[config.mk]
export PLATFORM = sky130hd
export DESIGN_NAME = tx_machine
export DESIGN_NICKNAME = d
export VERILOG_FILES = /design/src/rtl/tx_machine.sv
export SDC_FILE = /design/constraint.sdc
export NUM_CORES = 1
export LEC_CHECK = 0
export ABC_AREA = 1
export CAP_MARGIN = 10
export CORE_MARGIN = 10
export CORE_UTILIZATION = 40
export DETAILED_ROUTE_END_ITERATION = 10
export PLACE_DENSITY = 0.86
export SYNTH_ARGS = -nofsm -noshare
export SYNTH_HDL_FRONTEND = slang
export SYNTH_SLANG_ARGS = --single-unit
[constraint.sdc]
create_clock -name CLK -period 2.15 [get_ports CLK]
set_clock_uncertainty 0.05 [all_clocks]
set_input_delay 0.43 -clock CLK [delete_from_list [all_inputs] [get_ports CLK]]
set_output_delay 0.43 -clock CLK [all_outputs]
set_load 0.05 [all_outputs]
[src/rtl/tx_machine.sv]
// tx_machine: transmission controller between a data source (DATA/DRDY)
// and a requesting consumer (REQ/ACK). It forwards source bytes to Y while
// REQ and DRDY are both high. It flags an exception when the consumer drops
// REQ while the source still presents data.
module tx_machine #(
    parameter int WIDTH = 8
) (
    input  logic             CLK,
    input  logic             RESET,
    input  logic             ENA,
    input  logic             REQ,
    input  logic             DRDY,
    input  logic [WIDTH-1:0] DATA,
    output logic             ACK,
    output logic             EXC,
    output logic             IDL,
    output logic [WIDTH-1:0] Y
);

    typedef enum logic [1:0] {
        ST_IDLE = 2'b00,
        ST_WAIT = 2'b01,
        ST_XFER = 2'b10,
        ST_EXCP = 2'b11
    } state_t;

    state_t           state_p1;
    state_t           state_nxt;
    logic             load_y;
    logic [WIDTH-1:0] y_p1;

    // Next-state decode; a low ENA returns to IDLE from every state
    always_comb begin
        state_nxt = state_p1;
        load_y    = 1'b0;
        case (state_p1)
            ST_IDLE: begin
                if (ENA && REQ) begin
                    state_nxt = ST_WAIT;
                end
            end
            ST_WAIT: begin
                if (!ENA || !REQ) begin
                    state_nxt = ST_IDLE;
                end else if (DRDY) begin
                    state_nxt = ST_XFER;
                    load_y    = 1'b1;
                end
            end
            ST_XFER: begin
                if (!ENA) begin
                    state_nxt = ST_IDLE;
                end else if (!REQ) begin
                    // Consumer withdrew: an exception only if data is still offered
                    state_nxt = DRDY ? ST_EXCP : ST_IDLE;
                end else if (DRDY) begin
                    state_nxt = ST_XFER;
                    load_y    = 1'b1;
                end else begin
                    state_nxt = ST_WAIT;
                end
            end
            ST_EXCP: begin
                // REQ is deliberately ignored here; only the source clears it
                if (!ENA || !DRDY) begin
                    state_nxt = ST_IDLE;
                end
            end
            default: begin
                state_nxt = ST_IDLE;
            end
        endcase
    end

    // State register; reset overrides every transition
    always_ff @(posedge CLK) begin
        if (RESET) begin
            state_p1 <= ST_IDLE;
        end else begin
            state_p1 <= state_nxt;
        end
    end

    // Output data register: captures DATA on each accepted byte, otherwise holds
    always_ff @(posedge CLK) begin
        if (RESET) begin
            y_p1 <= '0;
        end else if (load_y) begin
            y_p1 <= DATA;
        end
    end

    // Moore outputs, decoded only from registered state
    always_comb begin
        IDL = (state_p1 == ST_IDLE);
        ACK = (state_p1 == ST_XFER);
        EXC = (state_p1 == ST_EXCP);
        Y   = y_p1;
    end

endmodule

==> metrics.md <==
| Metric | Value |
|---|---|
| Die footprint | `3360 µm²` |
| TritonCTS Buffers | `3` |
| Critical path's top delay family | `buffers and inverters` |
| DR vias | `596` |
| Final Hold Viols | `0` |
| P&R area growth vs syn | `43.7%` |
| Setup Crit Path Kind | `flip-flop to primary output` |
| Initial Utilization | `43.2%` |
| Pleak | `0.397 nW` |
| Vias in the first global route | `526` |
| Most common flop cell mapped by yosys | `dfxtp_1` |
| Average cell area after synthesis | `6.69 µm²` |
| RSZ-0062 raised after global routing | `false` |
| Cts-stage hold buffer count | `0` |
| Clock Latency Late Sink | `260 ps` |
| CTS root buffer | `clkbuf_4` |
| Clock Tree Buf Depth | `2` |
| Die width | `57.9 µm` |
| Antenna violations before repair | `0` |
| Share of post-route cells with drive strength above 1 | `7.27%` |
| CP Cell Sequence | `clkdlybuf4s50_1` |
| Hold crit path type | `flip-flop to flip-flop` |
| Post-Place Worst Slack | `280 ps` |
| Synthesized area | `576 µm²` |
| Seq cells post-synth | `10` |
| Worst endpoint required time | `1670 ps` |
| Post-synthesis sequential area ratio | `34.8%` |
| DR iter-0 viols | `4` |
| Synth warn | `0` |
| Net Switching | `0.000384 W` |
| Internal power | `0.000450 W` |
| Total GRT Usage | `7.94%` |
| Final wirelength | `1.42 mm` |
| Area leader, netlist | `dfxtp_1` |
| Port Buffers | `23` |
| Comb pwr share | `52.0%` |
| Slowest-stage cell, CP | `clkdlybuf4s50_1` |
| CTS tree | `built` |
| Synth top area cells | `dfxtp_1 35%, nand2_1 12%, nand3_1 11%` |
| Post-synth top area share | `34.8%` |
| PnR worst setup slack | `258 ps` |
| Crit. End Element | `primary output` |
| Wire per inst | `11.3 µm` |
| Final Max Slew Viols | `0` |
| Fmax | `0.529 GHz` |
| Switching share of power | `46.0%` |
| Vias per inst | `4.77` |
| Crit path buf inv count | `1` |
| Final estimated routing congestion in global placement | `0.710` |
| Status | `finished clean` |
| Fin crit share | `88.0%` |
| Die height | `57.9 µm` |
| Post-CTS sizing | `0` |
| Router iterations before antenna repair | `2` |
| TNS Setup | `0 ps` |
| Startpoint types | `flip-flop` |
| Clock power share | `20.0%` |
| Post-layout util | `62.0%` |
| Pwr dens | `1010 nW/µm²` |
| Final setup violation count | `0` |
| Clk slew on worst S/H paths | `60 ps` |
| CP max FO | `2` |
| Slew at the pin with the worst max-slew slack | `505 ps` |
| Largest net degree at the start of global routing | `17` |
| Global-route wire length before repair | `2.20 mm` |
| Top-count cell post-synth | `nand2_1` |
| Maximum VDD drop | `0.000734 V` |
| Slew headroom | `66.2%` |
| Commonest cells post-synth | `18 x nand2_1, 14 x nor2_1, 13 x nand3_1` |
| Gr ovfl total | `0` |
| Async set-reset flop share out of synthesis | `0%` |
| DPL Wire Length | `1.06 mm` |
| CP Data Arrival Time | `1410 ps` |
| Tmin final | `1890 ps` |
| Seq pwr share | `27.9%` |
| Post-layout nets | `129` |
| Hold Slack | `432 ps` |
| DRC Markers | `0` |
| Max cap viols | `0` |
| Ports | `24` |
| Syn nets | `104` |
| N_diodes | `0` |
| CTS Sinks | `10` |
| Cell count after synthesis | `86` |
| # rows | `13` |
| H-tree Lvls | `1` |
| Core area | `1330 µm²` |
| Number of synthesized flops with an enable pin | `0` |
| Tot Pwr | `0.000834 W` |
| Setup repair bufs after CTS | `0` |
| Critical path's largest stage delay | `810 ps` |
| Fillers | `124` |
| Cell variety after synth | `12` |
| DRT antenna net count | `0` |
[cells by family after synthesis]
logic type               share of synthesized area, %
buffers and inverters                            13.0
AO/OA/AOI/OAI                                    6.96
adder cells (fa/ha/maj)                          10.9
AND/OR/NAND/NOR                                  34.3
flip-flops                                       34.8
[layout make-up]
cell class / instances / area, µm² / area share [%]
Tap cell: 15 / 18.8 / 2.27
Multi-Input combinational cell: 60 / 300 / 36.3
Inverter: 13 / 48.8 / 5.90
Sequential cell: 10 / 200 / 24.2
Clock buffer: 4 / 36.3 / 4.39
Timing Repair Buffer: 23 / 223 / 26.9
[final timing paths]
kind,startpoint,to,slack (ps),cells after the start
max,Y[1]$_SDFFE_PP0P_,Y[1],260,1
min,Y[5]$_SDFFE_PP0P_,Y[5]$_SDFFE_PP0P_,430,2
min reg2reg,Y[5]$_SDFFE_PP0P_,Y[5]$_SDFFE_PP0P_,430,2
max reg2reg,state_p1[0]$_SDFFE_PP0P_,Y[6]$_SDFFE_PP0P_,670,5
[cells in the final DEF, fill, tap and decap left out, drive strengths merged]
master | Yosys | layout
clkdlybuf4s50 | 0 | 20
nand2 | 19 | 19
nor2 | 14 | 14
nand3 | 13 | 13
inv | 12 | 12
dfxtp | 10 | 10
a21oi | 8 | 8
ha | 5 | 5
clkbuf | 1 | 4
buf | 2 | 3
nand4 | 1 | 1
clkinv | 1 | 1
[worst register-to-register path, delay by kind of cell (launching register included)]
kind	cells	cell delay, ps
adders and majority gates	1	590
buffers and inverters	1	80
DFF	1	380
and+or+nand+nor	3	270
[flip-flops by register name (all words and copies together), names as in the netlist]
name / flops
state_p1: 2
Y: 8
[power by group through the flow]
stage	logic, W	clock network, W	registers (W)
floorplan	0.000314	0	0.000270
global placement	0.000424	0	0.000235
detailed placement	0.000431	0	0.000237
CTS	0.000434	0.000172	0.000233
global route	0.000472	0.000181	0.000235
finish	0.000434	0.000167	0.000233
[metrics by stage]
stage,cells,cell area (µm²)
after global routing,125,827
after detailed placement,121,791
after floorplan,86,576
after CTS,125,827
after global placement,121,791
final,125,827
[routing by layer]
metal  up-vias  routed length (µm)  track usage, %
met5         -                   0               0
met4         0                  23            3.02
met3         2                 103            3.92
met2        13                 716            14.1
met1       262                 573            7.68
li1        319                   -               -
Power figures use the tool's default switching activity.
